--- src/rtl/dmem_port_arbiter.sv ---
// dmem_port_arbiter: sequences the single-ported data memory between LSQ loads and retired-store drain.
// Optional macro DMEM_ARB_STARVE_EN bounds consecutive store grants while a load waits.
`default_nettype none

module dmem_port_arbiter #(
  parameter int MEM_LAT = 2
`ifdef DMEM_ARB_STARVE_EN
  , parameter int STARVE_LIMIT = 4
`endif
) (
  input  logic        clk,
  input  logic        reset,
  input  logic        ld_req_valid,
  input  logic [31:0] ld_req_addr,
  input  logic [6:0]  ld_req_pd,
  input  logic [4:0]  ld_req_rob,
  output logic        ld_req_ready,
  input  logic        st_req_valid,
  input  logic [31:0] st_req_addr,
  input  logic [31:0] st_req_data,
  output logic        st_req_ready,
  input  logic [4:0]  rob_head,
  input  logic        mispredict,
  input  logic [4:0]  mispredict_tag,
  output logic        mem_en,
  output logic        mem_we,
  output logic [31:0] mem_addr,
  output logic [31:0] mem_wdata,
  input  logic [31:0] mem_rdata,
  output logic        ld_resp_valid,
  output logic [6:0]  ld_resp_pd,
  output logic [4:0]  ld_resp_rob,
  output logic [31:0] ld_resp_data,
  output logic        st_done,
  output logic        busy
);

  localparam logic [1:0] S_IDLE    = 2'd0;
  localparam logic [1:0] S_LD_WAIT = 2'd1;
  localparam logic [1:0] S_ST_ACK  = 2'd2;

  logic [1:0]  r_state;
  logic [2:0]  r_cnt;
  logic        r_squash;
  logic        r_resp_pend;
  logic [6:0]  r_ld_pd;
  logic [4:0]  r_ld_rob;
  logic [31:0] r_resp_data;
  logic [31:0] r_mem_addr;
  logic [31:0] r_mem_wdata;

  logic        w_idle;
  logic        w_ld_ok;
  logic        w_st_win;
  logic        w_st_grant;
  logic        w_ld_grant;
  logic [4:0]  w_age_ld;
  logic [4:0]  w_age_mp;
  logic        w_kill;
  logic [31:0] w_mem_addr;
  logic [31:0] w_mem_wdata;

  // Readys are gated by reset so every output reads 0 while reset is held.
  assign w_idle  = (r_state == S_IDLE) && reset;
  assign w_ld_ok = ld_req_valid && !mispredict;

`ifdef DMEM_ARB_STARVE_EN
  localparam int SW = $clog2(STARVE_LIMIT + 1);
  logic [SW-1:0] r_starve_cnt;
  logic          w_starved;

  assign w_starved = (r_starve_cnt == SW'(STARVE_LIMIT));
  assign w_st_win  = st_req_valid && !(w_starved && w_ld_ok);

  always_ff @(posedge clk or negedge reset) begin
    if (!reset) begin
      r_starve_cnt <= '0;
    end else if (w_ld_grant || !ld_req_valid) begin
      r_starve_cnt <= '0;
    end else if (w_st_grant && !w_starved) begin
      r_starve_cnt <= r_starve_cnt + 1'b1;
    end
  end
`else
  assign w_st_win = st_req_valid;
`endif

  assign w_st_grant = w_idle && w_st_win;
  assign w_ld_grant = w_idle && !w_st_win && w_ld_ok;

  assign w_mem_addr  = w_st_grant ? st_req_addr :
                       w_ld_grant ? ld_req_addr : r_mem_addr;
  assign w_mem_wdata = w_st_grant ? st_req_data : r_mem_wdata;

  // Ages relative to the ROB head; a larger age is younger in program order.
  assign w_age_ld = r_ld_rob - rob_head;
  assign w_age_mp = mispredict_tag - rob_head;
  assign w_kill   = mispredict && (w_age_ld > w_age_mp);

  assign st_req_ready  = w_st_grant;
  assign ld_req_ready  = w_ld_grant;
  assign mem_en        = w_st_grant || w_ld_grant;
  assign mem_we        = w_st_grant;
  assign mem_addr      = w_mem_addr;
  assign mem_wdata     = w_mem_wdata;
  assign ld_resp_valid = r_resp_pend && !w_kill;
  assign ld_resp_pd    = r_ld_pd;
  assign ld_resp_rob   = r_ld_rob;
  assign ld_resp_data  = r_resp_data;
  assign st_done       = (r_state == S_ST_ACK);
  assign busy          = (r_state != S_IDLE);

  always_ff @(posedge clk or negedge reset) begin
    if (!reset) begin
      r_state     <= S_IDLE;
      r_cnt       <= '0;
      r_squash    <= 1'b0;
      r_resp_pend <= 1'b0;
      r_ld_pd     <= '0;
      r_ld_rob    <= '0;
      r_resp_data <= '0;
      r_mem_addr  <= '0;
      r_mem_wdata <= '0;
    end else begin
      r_resp_pend <= 1'b0;
      r_mem_addr  <= w_mem_addr;
      r_mem_wdata <= w_mem_wdata;
      case (r_state)
        S_IDLE: begin
          if (w_st_grant) begin
            r_state <= S_ST_ACK;
          end else if (w_ld_grant) begin
            r_state  <= S_LD_WAIT;
            r_ld_pd  <= ld_req_pd;
            r_ld_rob <= ld_req_rob;
            r_cnt    <= 3'(MEM_LAT - 1);
            r_squash <= 1'b0;
          end
        end
        S_LD_WAIT: begin
          if (w_kill) begin
            r_squash <= 1'b1;
          end
          if (r_cnt == 3'd0) begin
            r_resp_data <= mem_rdata;
            r_resp_pend <= !(r_squash || w_kill);
            r_state     <= S_IDLE;
          end else begin
            r_cnt <= r_cnt - 3'd1;
          end
        end
        S_ST_ACK: r_state <= S_IDLE;
        default:  r_state <= S_IDLE;
      endcase
    end
  end

endmodule

`default_nettype wire

--- config.mk ---
export PLATFORM = sky130hd
export DESIGN_NAME = dmem_port_arbiter
export DESIGN_NICKNAME = d
export VERILOG_FILES = /design/src/rtl/dmem_port_arbiter.sv
export SDC_FILE = /design/constraint.sdc
export NUM_CORES = 1
export LEC_CHECK = 0
export CAP_MARGIN = 10
export CORE_MARGIN = 2
export CORE_UTILIZATION = 39
export CTS_CLUSTER_SIZE = 30
export DETAILED_ROUTE_END_ITERATION = 10
export PLACE_DENSITY = 0.77
export SYNTH_ARGS = -nofsm -noshare
export SYNTH_HDL_FRONTEND = slang
export SYNTH_SLANG_ARGS = --single-unit
--- constraint.sdc ---
create_clock -name clk -period 3.5 [get_ports clk]
set_input_delay 0.7 -clock clk [delete_from_list [all_inputs] [get_ports clk]]
set_output_delay 0.7 -clock clk [all_outputs]
set_load 0.1 [all_outputs]
==> results of run 1 <==
[report_power, final]
group,internal [mW],switching (mW),leakage (nW)
Combinational,1.89,4.37,2.56
Sequential,1.81,0.199,1.38
Clock,1.30,0.612,0.317
Total,5.00,5.18,4.26
[per-stage QoR]
stage	power [mW]	util	std cells	cell area [sq um]	setup WS, ns
floorplan	6.27	-	375	4970	0.0147
global placement	8.14	0.682	810	8540	-0.488
detailed placement	8.25	0.682	810	8540	-0.612
CTS	10.2	0.741	844	9270	-0.143
global route	10.5	0.742	845	9290	-0.481
finish	10.2	0.742	845	9290	-0.228
[logic make-up after synthesis]
logic type,Yosys count
flip-flops,115
buffers and inverters,35
adder cells (fa/ha/maj),17
multiplexers,65
AND/OR/NAND/NOR,55
AO/OA/AOI/OAI,79
XOR/XNOR,9
[metal layers]
layer / vias to the layer above / part of all wire / track usage
met5: - / 0 / 0
met4: 0 / 0.025 / 0.104
met3: 29 / 0.083 / 0.0824
met2: 173 / 0.54 / 0.412
met1: 1969 / 0.35 / 0.221
li1: 1894 / - / -
[registers in the layout (all words and copies together), names as in the netlist]
signal and flops:
r_mem_wdata 32, r_mem_addr 32, ld_resp_data 32, r_squash 1, ld_resp_pd 7, ld_resp_rob 5
r_cnt 3, r_resp_pend 1, r_state 2
[cell usage in the layout (no fill, tap or decap), types with 2 or more instances in the layout]
master	n
clkdlybuf4s50_1	192
dfrtp_1	114
buf_12	69
mux2_1	54
nand2_1	38
a21o_1	36
a22o_1	32
buf_4	19
clkbuf_16	17
mux2_2	11
ha_1	11
inv_1	9
inv_2	5
xnor2_1	5
bufinv_16	5
a21oi_2	4
xor2_1	4
ha_4	4
o21ai_0	3
dlygate4sd2_1	3
nor2_2	2
nor2_1	2
nor2b_1	2
a21oi_1	2
nand2b_1	2
nand3_1	2
fa_2	2
clkbuf_8	2
clkinvlp_4	2
inv_6	2
clkinv_2	2
buf_2	2
[worst max-delay path, stage by stage]
cell and delay (ns):
buf_2 0.10, inv_1 0.09, ha_4 0.14, inv_2 0.04
fa_2 0.36, a21o_1 0.19, a21oi_2 0.13, xnor2_1 0.08
ha_1 0.34, nand4_1 0.14, o221ai_1 0.20, o211ai_1 0.16
and2_4 0.18, buf_12 0.16
[what timing repair did]
item,4_1_cts,5_1_grt
setup buffers,2,1
resized for setup,28,2
setup endpoints to repair,13,64
pin swaps,20,1
hold buffers,0,0
[path summary, 6_finish.rpt]
path | to | slack (ns) | from
setup / recovery | ld_resp_valid | -0.23 | mispredict_tag[0]
hold / removal | ld_resp_rob[2] | 0.13 | reset
setup reg to reg | r_resp_pend | 0.56 | ld_resp_rob[0]
hold reg to reg | ld_resp_pd[4] | 0.47 | ld_resp_pd[4]
max in group asynchronous | ld_resp_rob[0] | 2.12 | reset
min in group clk | ld_resp_pd[4] | 0.47 | ld_resp_pd[4]
[final cells by class]
cell class,instances,share of cell area
clock buffers,20,0.0492
clock inverters,12,0.0217
inverters,15,0.00633
multi-input cells,225,0.214
flip-flops and latches,115,0.310
well taps,172,0.0232
repair buffers,286,0.376
[cell usage after synthesis]
cell type and instances:
o21ai_0 3, o221ai_1 1, xor2_1 4, and3_1 1, nor2_1 2, a21o_1 36
a22o_1 32, nand4_2 1, dfrtp_1 115, xnor2_1 5, o211ai_1 1, and3b_1 1
nand2_1 38, nor2_2 3, a21oi_1 6, and3_4 1, nand2b_1 2, and2_1 1
buf_6 1, nand4_1 1, ha_1 15, nand3_1 2, clkbuf_1 2, fa_1 2
mux2_1 54, buf_2 9, inv_2 1, buf_4 8, mux2_2 11, inv_1 14
nor2b_1 2
==> results.ini, run 1 <==
[setup_path]
path_class = in -> out
critPathArrivalTime_ns = 3.03
worstSetupStartpointType = primary input
end_kind = output pin
r2r_cells = 15
crit_required_ns = 2.80
crit_fanout = 3

[synthesis]
ys_seq_area_frac = 0.580
synth_top_family_by_area = multiplexers
synth_warnings = 0
synth.largest_area_cell = dfrtp_1
synth_nets = 547
synthAdderAreaFrac = 0.0459
synth_top_area_share = 0.580
syn-cell-area_sq_um = 4960
postSynthAreaPerCell_sq_um = 13.2
synthMuxAreaShare = 0.147
synth_area_leaders = dfrtp_1 (58%), mux2_1 (12%), a22o_1 (5.6%), a21o_1 (5.4%), ha_1 (3.8%)
synth-simple-area-share = 0.0514
ys_ff_latch = 115
synth_xor_area_frac = 0.0159
postSynthCellCount = 375
synth_compound_area_frac = 0.123
synth.distinct_cells = 31

[global_routing]
antenna_found_initial = 0
grt_max_degree = 78
grt_pass1_wl_mm = 22.6
grt-ovfl-total = 0
grt_use_total = 0.223
grt_pass1_vias = 4532

[sta]
tightest_slew_ns = 1.03
period_needed_ns = 3.73
drv_slew = 0
max_freq_mhz = 268
relSlewSlack = 0.314
finalSetupViolations = 1
min_period_over_period = 1.07
fin_skew_ns = 0.00932
hold_viol = 0
holdWs_ns = 0.132
finalSetupTns_ns = -0.228
setup_ws_ns = -0.228
rsz0062_at_grt = yes

[detailed_routing]
dr_total_vias = 4065
drtPass1Iterations = 4
drtAntennaViolNets = 0
routedWlPerCell_um = 17.5
avgViaCountPerCell = 4.81
drt_wl_total_mm = 14.8
post-route-drc-count = 0
first_iter_violations = 147

[run_status]
status = finished, violations left
violations = negative setup slack

[power_and_ir_drop]
leakage_nw = 4.26
ir_worst_vdd_mv = 0.701
pwr_density_cell_nw_per_um2 = 1100

[die]
num_io_pins = 270
rows = 41
fp.dieW_um = 117
core-area_sq_um = 12500
initial_core_util = 0.397
die_h_um = 117
die_area_sq_um = 13600

[clocking]
ctsHtreeMaxLevel = 4
clockBufferDepth = 2
cts_tree = done
clock_latency_ns = 0.41
cts.reportedPaths.clkPinSlew_ns = 0.05
numCtsBuffers = 17
clockRootBuffer = clkbuf_16
numClockSinks = 115

[place]
dp_hpwl_mm = 11.0
io_buffers = 269
place.gp.congestion = 0.872

[finish]
area_delta_synth_final_pct = 87.1
drive_gt1_frac = 0.232
regArea_sq_um = 2880
antennaDiodeCount = 0
fin_nets = 832
fillers = 867
multiInputGateArea_sq_um = 1980

[flow_run]
drv_cap = 0

[worst_hold_path]
hp-class = in -> async

Power figures use the tool's default switching activity.
==> inputs of run 2 (changes only) <==
--- a/config.mk
+++ b/config.mk
@@ -11,6 +11,7 @@
 export CTS_CLUSTER_SIZE = 30
 export DETAILED_ROUTE_END_ITERATION = 10
 export PLACE_DENSITY = 0.77
+export SKIP_CTS_REPAIR_TIMING = 1
 export SYNTH_ARGS = -nofsm -noshare
 export SYNTH_HDL_FRONTEND = slang
 export SYNTH_SLANG_ARGS = --single-unit
==> run 2 against run 1 <==
Power down 0.23%. Core utilization down 0.15 points. Register-to-register slack better by 0.24 ns. The run still ends with negative setup slack left. Critical path type unchanged. Highest routed layer unchanged. Critical path depth unchanged. Clock power about the same. Cell count down 0.24%.
==> results.ini, run 2 (synthesis gave the netlist of run 1 again) <==
[place]
dpl_cell_area_sq_um = 8540  ; unchanged
place.gp.congestion = 0.872  ; unchanged
dp_hpwl_mm = 11.0  ; unchanged
io_buffers = 269  ; unchanged
post-place-cells = 810  ; unchanged
preCtsSetupSlack_ns = -0.612  ; unchanged

[clocking]
numClockSinks = 115  ; unchanged
clockRootBuffer = clkbuf_16  ; unchanged
cts_tree = done  ; unchanged
ctsHtreeMaxLevel = 4  ; unchanged
clock_latency_ns = 0.41  ; about the same
cts.reportedPaths.clkPinSlew_ns = 0.05  ; about the same
clockBufferDepth = 2  ; unchanged
numCtsBuffers = 17  ; unchanged

[detailed_routing]
drtAntennaViolNets = 0  ; unchanged
drtPass1Iterations = 4  ; unchanged
first_iter_violations = 151  ; was 147
drt_wl_total_mm = 14.8  ; about the same
post-route-drc-count = 0  ; unchanged
routedWlPerCell_um = 17.5  ; about the same
dr_total_vias = 4061  ; was 4065
avgViaCountPerCell = 4.82  ; was 4.81

[sta]
fin_skew_ns = 0.00925  ; was 0.00932 ns
rsz0062_at_grt = yes  ; unchanged
hold_viol = 0  ; unchanged
finalSetupViolations = 1  ; unchanged
relSlewSlack = 0.314  ; about the same
period_needed_ns = 3.64  ; was 3.73 ns
max_freq_mhz = 275  ; was 268 MHz
drv_slew = 0  ; unchanged
tightest_slew_ns = 1.03  ; about the same
min_period_over_period = 1.04  ; was 1.07
setup_ws_ns = -0.136  ; was -0.228 ns
finalSetupTns_ns = -0.136  ; was -0.228 ns

[finish]
instances_no_fill = 843  ; was 845
final_common_cell = clkdlybuf4s50_1  ; unchanged
regArea_sq_um = 2880  ; unchanged
fillers = 871  ; was 867
area_delta_synth_final_pct = 86.7  ; was 87.1%
fin_nets = 830  ; was 832
drive_gt1_frac = 0.230  ; was 0.232
final_cell_mix = clkdlybuf4s50_1 (192), dfrtp_1 (114), buf_12 (69), mux2_1 (54), nand2_1 (38)  ; unchanged
final_area_sq_um = 9270  ; was 9290 sq um
multiInputGateArea_sq_um = 1970  ; was 1980 sq um
antennaDiodeCount = 0  ; unchanged

[global_routing]
grt-ovfl-total = 0  ; unchanged
grt_pass1_wl_mm = 22.1  ; was 22.6 mm
grt_pass1_vias = 4437  ; was 4532
grt_use_total = 0.218  ; was 0.223
grt_max_degree = 78  ; unchanged
antenna_found_initial = 0  ; unchanged

[die]
initial_core_util = 0.397  ; unchanged
fp.dieW_um = 117  ; unchanged
core-area_sq_um = 12500  ; unchanged
rows = 41  ; unchanged
die_h_um = 117  ; unchanged
num_io_pins = 270  ; unchanged
die_area_sq_um = 13600  ; unchanged

[setup_path]
reg2reg_to = r_resp_pend  ; unchanged
path_buf_inv = 4  ; unchanged
timing.rr.start = ld_resp_rob[0]  ; unchanged
path_class = in -> out  ; unchanged
r2r_cells = 14  ; was 15
end_kind = output pin  ; unchanged
crit_top_cell = inv_2
crit_cells = 14  ; unchanged
max_stage_delay_ns = 0.39  ; was 0.36 ns
critPathArrivalTime_ns = 2.94  ; was 3.03 ns
worstSetupStartpointType = primary input  ; unchanged
reg2reg_setup_slack_ns = 0.80  ; was 0.56 ns
crit_fanout = 3  ; unchanged
cpMaxStageDelayCell = fa_2  ; unchanged
path_cells = clkbuf_2 -> inv_2 -> ha_4 -> inv_2 -> fa_2 -> a21o_1 -> a21oi_2 -> xnor2_1 -> ha_1 -> nand4_1 -> o221ai_1 -> o211ai_1 -> and2_4 -> buf_12  ; was buf_2 -> inv_1 -> ha_4 -> inv_2 -> fa_2 -> a21o_1 -> a21oi_2 -> xnor2_1 -> ha_1 -> nand4_1 -> o221ai_1 -> o211ai_1 -> and2_4 -> buf_12
crit_required_ns = 2.80  ; about the same
critical-path-top-delay-family = adder cells  ; unchanged

[worst_hold_path]
hp-class = in -> async  ; unchanged

[power_and_ir_drop]
leakage_nw = 4.27  ; was 4.26 nW
pwr_density_cell_nw_per_um2 = 1100  ; about the same
ir_worst_vdd_mv = 0.701  ; about the same

[run_status]
status = finished, violations left  ; unchanged
violations = negative setup slack  ; unchanged

[flow_run]
drv_cap = 0  ; unchanged

## run 2: metrics by stage
step	hold slack [ns]	total power, mW	util
after global placement	0.458	8.14	0.682
after CTS	0.113	10.2	0.735
after floorplan	0.404	6.27	-
after detailed placement	0.466	8.25	0.682
after global routing	0.116	10.5	0.741
final	0.131	10.2	0.741
## run 2: worst register-to-register path: cells and delay by family, from the launching register on
| kind | cells | cell delay (ns) |
|---|---|---|
| buffers and inverters | 4 | 0.38 |
| AND/OR/NAND/NOR | 2 | 0.29 |
| AO/OA/AOI/OAI | 4 | 0.62 |
| XOR/XNOR | 1 | 0.08 |
| flip-flops | 1 | 0.40 |
| adder cells (fa/ha/maj) | 3 | 0.82 |
## run 2: report_power, final
part           switching, mW  internal [mW]
Clock                  0.613           1.30
Combinational           4.36           1.88
Sequential             0.200           1.81
Total                   5.17           4.99
## run 2: how the worst max path moves through the flow
stage	slack [ns]	endpoint	start
2_1_floorplan	0.01	ld_resp_valid	ld_resp_rob[1]
3_3_place_gp	-0.49	ld_resp_valid	rob_head[0]
3_5_place_dp	-0.61	ld_resp_valid	rob_head[0]
4_1_cts	-0.61	ld_resp_valid	rob_head[0]
5_1_grt	-0.24	ld_resp_valid	ld_resp_rob[0]
6_report	-0.14	ld_resp_valid	mispredict_tag[0]
## run 2: per-layer routing
metal | GRT usage | routed length (um) | vias to the layer above
li1 | - | - | 1889
met1 | 0.221 | 5170 | 1974
met2 | 0.397 | 8030 | 173
met3 | 0.0824 | 1250 | 25
met4 | 0.0996 | 333 | 0
met5 | 0 | 0 | -
## run 2: cell type report
class / count / share of cell area
Inverter: 15 / 0.00607
Tap cell: 172 / 0.0232
Clock inverter: 12 / 0.0217
Timing Repair Buffer: 284 / 0.376
Sequential cell: 115 / 0.311
Clock buffer: 20 / 0.0493
Multi-Input combinational cell: 225 / 0.213
